--- config.mk ---
export PLATFORM = sky130hd
export DESIGN_NAME = scan_mux_flat
export DESIGN_NICKNAME = d
export VERILOG_FILES = /design/src/rtl/scan_mux_pkg.sv /design/src/rtl/scan_mux_if.sv /design/src/rtl/scan_next_ch.sv /design/src/rtl/scan_mux.sv /design/src/flat_wrapper.sv
export SDC_FILE = /design/constraint.sdc
export NUM_CORES = 1
export LEC_CHECK = 0
export CAP_MARGIN = 0
export CORE_MARGIN = 10
export CORE_UTILIZATION = 34
export DETAILED_ROUTE_END_ITERATION = 8
export GPL_TIMING_DRIVEN = 0
export PLACE_DENSITY = 0.78
export SETUP_SLACK_MARGIN = 0.02
export SLEW_MARGIN = 20
export SYNTH_ARGS = -nofsm -noshare
export SYNTH_HDL_FRONTEND = slang
export SYNTH_SLANG_ARGS = --single-unit
--- constraint.sdc ---
create_clock -name clk -period 2 [get_ports clk]
set_input_delay 0.2 -clock clk [delete_from_list [all_inputs] [get_ports clk]]
set_output_delay 0.2 -clock clk [all_outputs]
set_load 0.02 [all_outputs]
--- src/rtl/scan_mux_pkg.sv ---
// Shared types and helpers for the scan_mux block: mode/state encodings and
// a constant-foldable clog2 for deriving select widths.
package scan_mux_pkg;

   localparam logic MODE_MANUAL = 1'b0;
   localparam logic MODE_SCAN   = 1'b1;

   typedef enum logic {
      ST_MANUAL = 1'b0,
      ST_SCAN   = 1'b1
   } state_t;

   function automatic int clog2(input int n);
      int r;
      int v;
      r = 0;
      v = n - 1;
      while (v > 0) begin
         r = r + 1;
         v = v >> 1;
      end
      return r;
   endfunction

endpackage

--- src/rtl/scan_mux_if.sv ---
// Channel/select bus of scan_mux. The ch_en mask signal exists only when
// SCAN_MUX_MASK_EN is defined.
interface scan_mux_if import scan_mux_pkg::*; #(
   parameter int CH = 4,
   parameter int W  = 8
) ();
   localparam int SEL_W = clog2(CH);

   logic              mode;
   logic [SEL_W-1:0]  sel;
   logic [CH*W-1:0]   din;
`ifdef SCAN_MUX_MASK_EN
   logic [CH-1:0]     ch_en;
`endif
   logic [W-1:0]      dout;
   logic [SEL_W-1:0]  cur_ch;
   logic              out_valid;
   logic              wrap;

   modport master (
      output mode, sel, din,
`ifdef SCAN_MUX_MASK_EN
      output ch_en,
`endif
      input  dout, cur_ch, out_valid, wrap
   );

   modport slave (
      input  mode, sel, din,
`ifdef SCAN_MUX_MASK_EN
      input  ch_en,
`endif
      output dout, cur_ch, out_valid, wrap
   );

endinterface

--- src/rtl/scan_next_ch.sv ---
// Combinational round-robin finder: first set mask bit strictly after cur,
// searching upward modulo CH (cur itself is found last).
module scan_next_ch import scan_mux_pkg::*; #(
   parameter int CH    = 4,
   parameter int SEL_W = clog2(CH)
) (
   input  logic [SEL_W-1:0] cur,
   input  logic [CH-1:0]    mask,
   output logic [SEL_W-1:0] nxt,
   output logic             wrapped,
   output logic             none_enabled
);

   function automatic logic [SEL_W-1:0] ch_add(input logic [SEL_W-1:0] c,
                                               input int unsigned k);
      int unsigned s;
      s = 32'(c) + k;
      if (s >= 32'(CH)) s = s - 32'(CH);
      return SEL_W'(s);
   endfunction

   // Walk offsets from farthest to nearest so the nearest enabled hit wins.
   always_comb begin
      nxt          = cur;
      none_enabled = 1'b1;
      for (int unsigned i = 0; i < 32'(CH); i++) begin
         if (mask[ch_add(cur, 32'(CH) - i)]) begin
            nxt          = ch_add(cur, 32'(CH) - i);
            none_enabled = 1'b0;
         end
      end
      wrapped = !none_enabled && (nxt <= cur);
   end

endmodule

--- src/rtl/scan_mux.sv ---
// N-channel registered mux with MANUAL select and SCAN dwell/advance modes.
// Define SCAN_MUX_MASK_EN to add the per-channel ch_en scan mask.
module scan_mux import scan_mux_pkg::*; #(
   parameter int CH    = 4,
   parameter int W     = 8,
   parameter int DWELL = 4
) (
   input logic       clk,
   input logic       rst,
   scan_mux_if.slave bus
);
   localparam int SEL_W = clog2(CH);
   localparam int CNT_W = (DWELL > 1) ? clog2(DWELL) : 1;

   state_t             r_state;
   state_t             w_state_nxt;
   logic [CNT_W-1:0]   r_cnt;
   logic [CNT_W-1:0]   w_cnt_nxt;
   logic [SEL_W-1:0]   r_cur;
   logic [SEL_W-1:0]   w_nxt;
   logic [W-1:0]       r_dout;
   logic [W-1:0]       w_dout_nxt;
   logic               r_valid;
   logic               w_valid_nxt;
   logic               r_wrap;
   logic               w_wrap_nxt;
   logic [CH-1:0]      w_mask;
   logic [SEL_W-1:0]   w_adv;
   logic               w_adv_wrap;
   logic               w_none;

`ifdef SCAN_MUX_MASK_EN
   assign w_mask = bus.ch_en;
`else
   assign w_mask = '1;
`endif

   scan_next_ch #(.CH(CH), .SEL_W(SEL_W)) u_next (
      .cur          (r_cur),
      .mask         (w_mask),
      .nxt          (w_adv),
      .wrapped      (w_adv_wrap),
      .none_enabled (w_none)
   );

   always_ff @(posedge clk) begin
      if (rst) begin
         r_state <= ST_MANUAL;
         r_cnt   <= '0;
         r_cur   <= '0;
         r_dout  <= '0;
         r_valid <= 1'b0;
         r_wrap  <= 1'b0;
      end else begin
         r_state <= w_state_nxt;
         r_cnt   <= w_cnt_nxt;
         r_cur   <= w_nxt;
         r_dout  <= w_dout_nxt;
         r_valid <= w_valid_nxt;
         r_wrap  <= w_wrap_nxt;
      end
   end

   always_comb begin
      w_state_nxt = (bus.mode == MODE_SCAN) ? ST_SCAN : ST_MANUAL;
   end

   // Channel choice follows the incoming mode on the same edge; a state change
   // leaves the counter at 0 and holds the index, giving a full first dwell.
   always_comb begin
      w_nxt       = r_cur;
      w_cnt_nxt   = '0;
      w_wrap_nxt  = 1'b0;
      w_valid_nxt = 1'b1;
      w_dout_nxt  = '0;
      if (w_state_nxt == ST_MANUAL) begin
         if (32'(bus.sel) < CH) w_nxt = bus.sel;
      end else if (w_none) begin
         w_valid_nxt = 1'b0;
      end else if (r_state == ST_SCAN) begin
         if (r_cnt == CNT_W'(DWELL - 1)) begin
            w_nxt      = w_adv;
            w_wrap_nxt = w_adv_wrap;
         end else begin
            w_cnt_nxt = r_cnt + CNT_W'(1);
         end
      end
      if (w_valid_nxt) w_dout_nxt = bus.din[int'(w_nxt) * W +: W];
   end

   assign bus.dout      = r_dout;
   assign bus.cur_ch    = r_cur;
   assign bus.out_valid = r_valid;
   assign bus.wrap      = r_wrap;

endmodule

--- src/flat_wrapper.sv ---
// flat-port wrapper written by rule: the top's interface ports become plain ports
module scan_mux_flat import scan_mux_pkg::*;
#(
   parameter int CH    = 4,
   parameter int W     = 8,
   parameter int DWELL = 4
)
  (clk, rst, bus_mode, bus_sel, bus_din, bus_dout, bus_cur_ch, bus_out_valid, bus_wrap);
  scan_mux_if #(.CH(CH), .W(W)) bus_i ();
  input logic clk;
  input logic rst;
  input wire logic [$bits(bus_i.mode)-1:0] bus_mode;
  input wire logic [$bits(bus_i.sel)-1:0] bus_sel;
  input wire logic [$bits(bus_i.din)-1:0] bus_din;
  output wire logic [$bits(bus_i.dout)-1:0] bus_dout;
  output wire logic [$bits(bus_i.cur_ch)-1:0] bus_cur_ch;
  output wire logic [$bits(bus_i.out_valid)-1:0] bus_out_valid;
  output wire logic [$bits(bus_i.wrap)-1:0] bus_wrap;
  assign bus_i.mode = bus_mode;
  assign bus_i.sel = bus_sel;
  assign bus_i.din = bus_din;
  assign bus_dout = bus_i.dout;
  assign bus_cur_ch = bus_i.cur_ch;
  assign bus_out_valid = bus_i.out_valid;
  assign bus_wrap = bus_i.wrap;
  scan_mux #(.CH(CH), .W(W), .DWELL(DWELL)) u_core (.clk(clk), .rst(rst), .bus(bus_i));
endmodule
== After elaboration in Yosys (flattened, before gate mapping) ==
Index checks and enable logic that the tools add are counted.

* Reduce and logical (&&, ||, !) cells: 5
* Eq/ne operators: 1
* Add/sub/neg operators: 9
* Shift-type cells: 1
* Multiplexer cells: 27
* Bitwise operators: 4
* $lt $le $gt $ge: 9

{| class="wikitable"
|+ Operator list
! kind !! count
|-
| indexed part select 32 x 6 -> 8 bit || 1
|-
| two-way mux 2 bit || 12
|-
| < comparator 2 x 3 -> 1 bit (second input constant) || 4
|-
| two-way mux 1 bit || 11
|-
| OR reduction 5 bit || 2
|-
| >= comparator 3 bit (second input constant) || 3
|-
| binary-select mux 1 bit (select 2 bit) || 4
|-
| subtractor 2 x 1 -> 2 bit (second input constant) || 4
|-
| adder 2 x 2 -> 3 bit (second input constant) || 2
|-
| adder 2 x 3 -> 4 bit (second input constant) || 1
|-
| >= comparator 4 x 3 -> 1 bit (second input constant) || 1
|-
| inverter 1 bit || 4
|-
| adder 2 x 1 -> 3 bit (second input constant) || 1
|-
| adder 2 x 1 -> 2 bit (second input constant) || 1
|-
| equality test 2 bit (second input constant) || 1
|-
| <= comparator 2 bit || 1
|-
| OR reduction 2 bit || 1
|-
| logical AND 1 bit || 1
|-
| zero test 1 bit || 1
|}

* Flip-flop bits (word level): 15
* Output and inout bits: 12
* Input bits: 37

== Logic depth before layout (Yosys ltp) ==
Gate-level depths: netlist of the first run.

* Depth in word-level cells: 14
* Depth in mapped cells: 7
* Mapped depth without buffers: 5

== By module ==
A second synthesis of the first run with hierarchy kept.

* Cells, all modules: 159
* Area total of the unflattened synthesis: 1290.0 um2

{| class="wikitable"
|+ Modules (own cells, without submodules)
! module !! sequential area each (um2) !! area each (um2) !! instances !! cells an instance
|-
| scan_mux || 300.3 || 1156.1 || 1 || 137
|-
| scan_next_ch || 0.0 || 133.9 || 1 || 22
|}

== Least setup slack after synthesis of the first run ==
Ideal clock, no wire load.

* Path kind: reg2reg
* Start point: reg u_core.r_cur[0], in the netlist u_core.bus.cur_ch[0]
* End point: reg u_core.r_dout[4], in the netlist u_core.bus.dout[4]
* Setup time: 144 ps
* Required time: 1856 ps
* Arrival: 1519 ps
* Period minus slack after synthesis: 1664 ps
* Cell stages (with the launch flop): 8
* Buffers on the path: 2
* Slack: 336 ps
* Cells stage by stage: dfxtp_1 > ha_1 > nand3_1 > a31oi_1 > buf_6 > buf_12 > mux2i_1 > o22ai_2

* Word-level cells in the longest chain between the ends: 14
* Elaborated cells between the ends (all ways): 41

{| class="wikitable"
|+ Ends and longest elaborated chain
! item !! RTL line !! RTL
|-
| start: declaration || scan_mux.sv:19 || <nowiki>logic [SEL_W-1:0] r_cur;</nowiki>
|-
| start signal: assignment || scan_mux.sv:57 || <nowiki>r_cur <= w_nxt;</nowiki>
|-
| adder 2 x 3 -> 4 bit || scan_next_ch.sv:17 || <nowiki>s = 32'(c) + k;</nowiki>
|-
| >= comparator 4 x 3 -> 1 bit or subtractor 2 x 1 -> 2 bit (tied branches) || scan_next_ch.sv:18 || <nowiki>if (s >= 32'(CH)) s = s - 32'(CH);</nowiki>
|-
| two-way mux 2 bit || scan_next_ch.sv:18 ||
|-
| binary-select mux 1 bit (select 2 bit) || scan_next_ch.sv:27 || <nowiki>if (mask[ch_add(cur, 32'(CH) - i)]) begin</nowiki>
|-
| two-way mux 1 bit (implied by the code) || scan_next_ch.sv:27 ||
|-
| two-way mux 2 bit (4 in a row) || scan_next_ch.sv:27 ||
|-
| two-way mux 2 bit || scan_mux.sv:81 || <nowiki>if (r_cnt == CNT_W'(DWELL - 1)) begin</nowiki>
|-
| two-way mux 2 bit || scan_mux.sv:80 || <nowiki>end else if (r_state == ST_SCAN) begin</nowiki>
|-
| two-way mux 2 bit || scan_mux.sv:78 || <nowiki>end else if (w_none) begin</nowiki>
|-
| two-way mux 2 bit || scan_mux.sv:76 || <nowiki>if (w_state_nxt == ST_MANUAL) begin</nowiki>
|-
| indexed part select 32 x 6 -> 8 bit || scan_mux.sv:88 || <nowiki>if (w_valid_nxt) w_dout_nxt = bus.din[int'(w_nxt) * W +: W];</nowiki>
|-
| end signal: assignment || scan_mux.sv:58 || <nowiki>r_dout <= w_dout_nxt;</nowiki>
|-
| end: declaration || scan_mux.sv:21 || <nowiki>logic [W-1:0] r_dout;</nowiki>
|}

Parallel ways exist; a longest one is shown, timed or not. The select of a mux whose other input is x is not followed.
A chain may end at the register's enable or synchronous reset.

== Worst setup path in the final report of the first run ==
* Start point: reg u_core.r_cnt[0]
* End point: reg u_core.r_dout[4], in the netlist u_core.bus.dout[4]

* Word-level cells in the longest chain between the ends: 6

{| class="wikitable"
|+ Ends and longest elaborated chain
! item !! RTL line !! RTL
|-
| start: declaration || scan_mux.sv:17 || <nowiki>logic [CNT_W-1:0] r_cnt;</nowiki>
|-
| start signal: assignment || scan_mux.sv:56 || <nowiki>r_cnt <= w_cnt_nxt;</nowiki>
|-
| equality test 2 bit || scan_mux.sv:81 ||
|-
| two-way mux 2 bit || scan_mux.sv:81 ||
|-
| two-way mux 2 bit || scan_mux.sv:80 ||
|-
| two-way mux 2 bit || scan_mux.sv:78 ||
|-
| two-way mux 2 bit || scan_mux.sv:76 ||
|-
| indexed part select 32 x 6 -> 8 bit || scan_mux.sv:88 ||
|}

Every way passes these cells.

==> results of run 1 <==
power groups by stage:
| stage | combinational (W) | clock, W | sequential [W] |
|---|---|---|---|
| 4_1_cts | 0.000237 | 0.000178 | 0.000331 |
| 3_5_place_dp | 0.000236 | 0 | 0.000338 |
| 6_report | 0.000234 | 0.000171 | 0.000331 |
| 3_3_place_gp | 0.000233 | 0 | 0.000337 |
| 5_1_grt | 0.000250 | 0.000185 | 0.000334 |
| 2_1_floorplan | 0.0000790 | 0 | 0.000365 |
cells by family after synthesis:
family,synth area share [%]
adder cells (fa/ha/maj),5.36
AO/OA/AOI/OAI,12.7
buffers and inverters,6.61
flip-flops,42.9
AND/OR/NAND/NOR,8.39
XOR/XNOR,1.25
multiplexers,22.9
cell type report:
| cell class | instances | area share (%) |
|---|---|---|
| Timing Repair Buffer | 48 | 38.7 |
| Multi-Input combinational cell | 42 | 28.5 |
| Sequential cell | 15 | 24.2 |
| Buffer | 3 | 2.82 |
| Tap cell | 27 | 2.72 |
| Clock buffer | 4 | 2.12 |
| Inverter | 3 | 0.907 |
worst paths after layout:
path | from | slack [ns] | end
setup / recovery | u_core.r_cnt[0] | 0.25 | u_core.bus.dout[4]
hold / removal | u_core.r_cnt[0] | 0.49 | u_core.r_cnt[0]
setup reg to reg | u_core.r_cnt[0] | 0.25 | u_core.bus.dout[4]
hold reg to reg | u_core.r_cnt[0] | 0.49 | u_core.r_cnt[0]
worst max-delay path, cell delays in order, from the launching register on:
cell and delay (ns):
dfxtp_1 0.34, ha_1 0.23, a21bo_1 0.19, a31oi_1 0.20, buf_6 0.19, buf_12 0.15, mux2i_1 0.21, o22ai_2 0.09
layer usage:
metal  vias up  routed length (um)  track usage (%)  part of all wire, %
met5         -                   0                0                    0
met4         0                  47             7.22                  2.2
met3         4                 113             2.20                  5.2
met2        27                1240             17.4                   57
met1       301                 786             10.2                   36
li1        337                   -                -                    -
per-stage QoR:
stage / power, W / worst slack [ns]
after floorplan: 0.000444 / 0.336
after global placement: 0.000570 / 0.213
after detailed placement: 0.000574 / 0.189
after CTS: 0.000746 / 0.237
after global routing: 0.000768 / 0.0775
final: 0.000735 / 0.248
cell usage in the layout, fill, tap and decap left out, types with 2 or more instances in the layout:
master	count
clkbuf_1	2
clkbuf_4	3
clkdlybuf4s50_1	48
dfxtp_1	15
ha_1	3
inv_1	3
mux2i_1	16
nand2_1	2
nor2_1	3
o22ai_1	7
state kept, by name (all words and copies together), names as in the netlist:
register              cells
u_core.bus.dout           8
u_core.bus.cur_ch         2
u_core.r_cnt              2
u_core.bus.out_valid      1
u_core.bus.wrap           1
u_core.r_state            1
==> flow_metrics.env, run 1 <==
export IMPL_status="finished clean"
export IMPL_layout_nets=156
export IMPL_slew_violations=0
export IMPL_ios=49
export IMPL_post_cts_resized=0
export IMPL_numPortBuffers=48
export IMPL_rows=16
export IMPL_reg2reg_depth=7
export IMPL_start_util_pct=35.7
export IMPL_clockBufferDepth=2
export IMPL_placed_area_mm2=0.00121
export IMPL_n_fill_cell=178
export IMPL_min_path_cells=1
export IMPL_grt_max_degree=11
export IMPL_cts_hold_buf=0
export IMPL_cts_sinks=15
export IMPL_netlist_instances=63
export IMPL_syn_mean_instance_area_um2=11.1
export IMPL_globalRouteOverflowTotal=0
export IMPL_drt_vias_per_instance=4.71
export IMPL_drt_pass1_iterations=4
export IMPL_finalHoldViolations=0
export IMPL_wl_um=2190
export IMPL_post_route_period_util_pct=87.6
export IMPL_maxCapViolations=0
export IMPL_ys_types=21
export IMPL_critical_path_peak_fanout=10
export IMPL_arrival_ns=1.89
export IMPL_p_sw_w=0.000193
export IMPL_ys_seq_area_share_pct=42.9
export IMPL_criticalPathCategory="reg -> reg"
export IMPL_required_ns=2.13
export IMPL_hold_class="reg -> reg"
export IMPL_synth_commonest_cells="16 x mux2i_1, 15 x dfxtp_1, 7 x o22ai_1"
export IMPL_clockRootBuffer="clkbuf_4"
export IMPL_yosys_area_top_type="dfxtp_1"
export IMPL_grtUsageTotal_pct=9.94
export IMPL_diodes=0
export IMPL_multi_input_area_um2=354
export IMPL_power_frac_seq_pct=45.0
export IMPL_grt_pass1_wl_um=3190
export IMPL_final_setup_skew_ns=0.00503
export IMPL_async_flop_share_pct=0
export IMPL_cts_tree="built"
export IMPL_synth_warning_count=0
export IMPL_hold_ws_ns=0.490
export IMPL_synth_top_area_share_pct=42.9
export IMPL_drt_iter0_drc=10
export IMPL_period_minus_slack_ns=1.75
export IMPL_die_y_um=65.4
export IMPL_synth_ff_type="dfxtp_1"
export IMPL_fp_dieW_um=65.4
export IMPL_synth_area_um2=701
export IMPL_fin_setup_tns_ns=0
export IMPL_htreeDepth=1
export IMPL_wire_per_inst_um=15.4
export IMPL_die_area_mm2=0.00428
export IMPL_post_route_util_pct=63.3
export IMPL_synthTopCellsByArea="dfxtp_1 43%, mux2i_1 23%, o22ai_1 6.3%, ha_1 5.4%, buf_12 2.9%"
export IMPL_irDropWorstVdd_uv=325
export IMPL_synth_most_common_cell="mux2i_1"
export IMPL_p_int_w=0.000543
export IMPL_post_cts_setup_buffers=0
export IMPL_core_mm2=0.00196
export IMPL_combPwrFrac_pct=31.9
export IMPL_end_kind="flip-flop"
export IMPL_vias=669
export IMPL_ff_latch_area_um2=300
export IMPL_p_leak_nw=0.531
export IMPL_layout_drive_gt1_share_pct=5.22
export IMPL_antenna_found_initial=0
export IMPL_clock_latency_ns=0.28
export IMPL_rsz0062_at_grt="no"
export IMPL_final_area_mm2=0.00124
export IMPL_areaGrowthSynthToFinish_pct=77.1
export IMPL_route_detailed_drc=0
export IMPL_fmax_ghz=0.571
export IMPL_ys_seq_elements=15
export IMPL_place_congestion=0.748
export IMPL_switching_share_pct=26.2
export IMPL_max_slew_worst_pin_slew_ns=0.762
export IMPL_post_dp_hpwl_um=1860
export IMPL_grt_pass1_vias=644
export IMPL_power_density_mw_per_mm2=592
export IMPL_p_clk_share_pct=23.2
export IMPL_relSlewSlack_pct=49.0
export IMPL_drtAntennaViolNets=0
export IMPL_clkTransAtPathRegs_ns=0.09
export IMPL_finalNonFillerCells=142
export IMPL_setup_viol=0
export IMPL_synth_edf_count=0
export IMPL_worstSetupStartpointType="flip-flop"
export IMPL_synth_nets=103
export IMPL_cts_buffers=3
export IMPL_dp_cells=138
Note: power is estimated with default switching activity, not from simulation.
==> run 2: changes to the inputs <==
--- a/config.mk
+++ b/config.mk
@@ -6,11 +6,12 @@
 export NUM_CORES = 1
 export LEC_CHECK = 0
 export CAP_MARGIN = 0
+export CORE_ASPECT_RATIO = 0.6
 export CORE_MARGIN = 10
-export CORE_UTILIZATION = 34
+export CORE_UTILIZATION = 29
 export DETAILED_ROUTE_END_ITERATION = 8
 export GPL_TIMING_DRIVEN = 0
-export PLACE_DENSITY = 0.78
+export PLACE_DENSITY = 0.69
 export SETUP_SLACK_MARGIN = 0.02
 export SLEW_MARGIN = 20
 export SYNTH_ARGS = -nofsm -noshare
==> run 2 against run 1 <==
Against the previous run:
- clock skew shrank 0.0038 ns
- non-clock buffer count grew 1
- hold slack lost 0.0076 ns
- sequential cell count is the same
- global-route usage shrank 0.44 points
- clock-buffer cell count is the same
- register-to-register slack is essentially flat
- critical path depth is the same
- first-iteration DRC count grew 100%
- sequential power is essentially flat
- via count is the same
- core utilization shrank 6.2 points
- largest power group unchanged
==> flow_metrics.env, run 2 (synthesis gave the netlist of run 1 again) <==
export IMPL_status="finished clean"
export IMPL_layout_drive_gt1_share_pct=6.03
export IMPL_core_mm2=0.00223
export IMPL_switching_share_pct=24.8
export IMPL_p_clk_share_pct=29.5
export IMPL_min_from="u_core.r_cnt[0]"
export IMPL_post_dp_hpwl_um=1890
export IMPL_final_setup_skew_ns=0.00125
export IMPL_power_frac_seq_pct=41.0
export IMPL_worstPathCellList="ha_1, a21bo_1, a31oi_1, buf_6, buf_12, mux2i_1, o22ai_2"
export IMPL_rows=13
export IMPL_hold_ws_ns=0.483
export IMPL_vias=669
export IMPL_crit_slowest_cell="dfxtp_1"
export IMPL_slew_violations=0
export IMPL_htreeDepth=1
export IMPL_r2r_start="u_core.r_cnt[0]"
export IMPL_antenna_found_initial=0
export IMPL_finalHoldViolations=0
export IMPL_post_route_util_pct=57.0
export IMPL_grtUsageTotal_pct=9.49
export IMPL_r2r_end="u_core.bus.dout[4]"
export IMPL_period_minus_slack_ns=1.75
export IMPL_wl_um=2260
export IMPL_reg2reg_depth=7
export IMPL_route_detailed_drc=0
export IMPL_drt_pass1_iterations=5
export IMPL_combPwrFrac_pct=29.5
export IMPL_clock_latency_ns=0.24
export IMPL_clockBufferDepth=2
export IMPL_fin_setup_tns_ns=0
export IMPL_diodes=0
export IMPL_critical_path_peak_fanout=10
export IMPL_cts_tree="built"
export IMPL_max_slew_worst_pin_slew_ns=0.496
export IMPL_drt_iter0_drc=20
export IMPL_post_route_period_util_pct=87.3
export IMPL_die_area_mm2=0.00485
export IMPL_grt_pass1_wl_um=3740
export IMPL_drt_vias_per_instance=4.58
export IMPL_finalPower_w=0.000809
export IMPL_numPortBuffers=48
export IMPL_post_cts_resized=0
export IMPL_min_path_cells=1
export IMPL_irDropWorstVdd_uv=307
export IMPL_hold_class="reg -> reg"
export IMPL_fp_dieW_um=83.5
export IMPL_cts_buffers=3
export IMPL_p_int_w=0.000608
export IMPL_place_congestion=0.735
export IMPL_min_to="u_core.r_cnt[0]"
export IMPL_arrival_ns=1.86
export IMPL_fmax_ghz=0.573
export IMPL_drtAntennaViolNets=0
export IMPL_required_ns=2.11
export IMPL_layout_nets=157
export IMPL_cpPeakStageDelay_ns=0.33
export IMPL_globalRouteOverflowTotal=0
export IMPL_setup_slack_ns=0.254
export IMPL_ff_latch_area_um2=300
export IMPL_n_fill_cell=174
export IMPL_post_place_ws_ns=0.149
export IMPL_clkTransAtPathRegs_ns=0.06
export IMPL_criticalPathCategory="reg -> reg"
export IMPL_ios=49
export IMPL_rsz0062_at_grt="no"
export IMPL_power_density_mw_per_mm2=636
export IMPL_relSlewSlack_pct=66.9
export IMPL_grt_pass1_vias=774
export IMPL_start_util_pct=31.4
export IMPL_maxCapViolations=0
export IMPL_multi_input_area_um2=354
export IMPL_mostFrequentLayoutCells="48 x clkdlybuf4s50_1, 16 x mux2i_1, 15 x dfxtp_1, 7 x o22ai_1"
export IMPL_worstSetupStartpointType="flip-flop"
export IMPL_setup_viol=0
export IMPL_regToRegSetupSlack_ns=0.25
export IMPL_areaGrowthSynthToFinish_pct=81.4
export IMPL_grt_max_degree=11
export IMPL_wire_per_inst_um=15.5
export IMPL_largest_reg_flops=8
export IMPL_p_leak_nw=0.544
export IMPL_p_sw_w=0.000201
export IMPL_final_common_cell="clkdlybuf4s50_1"
export IMPL_end_kind="flip-flop"
export IMPL_cts_sinks=15
export IMPL_die_y_um=58.1
export IMPL_clockRootBuffer="clkbuf_8"
run 2: power groups by stage:
stage | sequential, W | clock, W | combinational, W
6_report | 0.000331 | 0.000239 | 0.000239
5_1_grt | 0.000334 | 0.000260 | 0.000259
4_1_cts | 0.000332 | 0.000249 | 0.000241
3_5_place_dp | 0.000338 | 0 | 0.000240
3_3_place_gp | 0.000337 | 0 | 0.000236
2_1_floorplan | 0.000365 | 0 | 0.0000790
run 2: worst max-delay path by stage:
stage	from	end	slack (ns)	cells past startpoint
2_1_floorplan	u_core.bus.cur_ch[0]	u_core.bus.dout[4]	0.34	7
3_3_place_gp	bus_mode	u_core.bus.dout[1]	0.15	4
3_5_place_dp	bus_mode	u_core.bus.dout[1]	0.15	4
4_1_cts	u_core.r_cnt[0]	u_core.bus.dout[1]	0.21	5
5_1_grt	u_core.r_cnt[0]	u_core.bus.dout[5]	0.15	6
6_report	u_core.r_cnt[0]	u_core.bus.dout[4]	0.25	7
run 2: layer usage:
metal	vias to the layer above	global-route usage, %	share of wire, %	wire [um]
li1	337	-	-	-
met1	303	9.73	42	943
met4	0	0.713	0	0
met2	29	16.2	46	1050
met3	0	6.97	12	267
met5	-	0	0	0
run 2: repair_timing:
item | in CTS | in global routing
hold buffers | 0 | 0
endpoints found under the setup margin | 0 | 1
buffers inserted | 0 | 1
run 2: final cells by class:
| class | instances | area share (%) |
|---|---|---|
| Timing Repair Buffer | 49 | 38.4 |
| Clock buffer | 4 | 3.54 |
| Tap cell | 30 | 2.95 |
| Buffer | 3 | 2.76 |
| Sequential cell | 15 | 23.6 |
| Inverter | 3 | 0.886 |
| Multi-Input combinational cell | 42 | 27.9 |
run 2: critical path: cells and delay by family (launching register included):
kind                       cells  cell delay (ns)
AOI/OAI and AO/OA              3             0.48
buffers and inverters          2             0.36
DFF                            1             0.33
muxes                          1             0.23
adders and majority gates      1             0.22
run 2: per-stage QoR:
stage,cells,area (um^2)
floorplan,63,701
global placement,141,1220
detailed placement,141,1220
CTS,145,1260
global route,146,1270
finish,146,1270
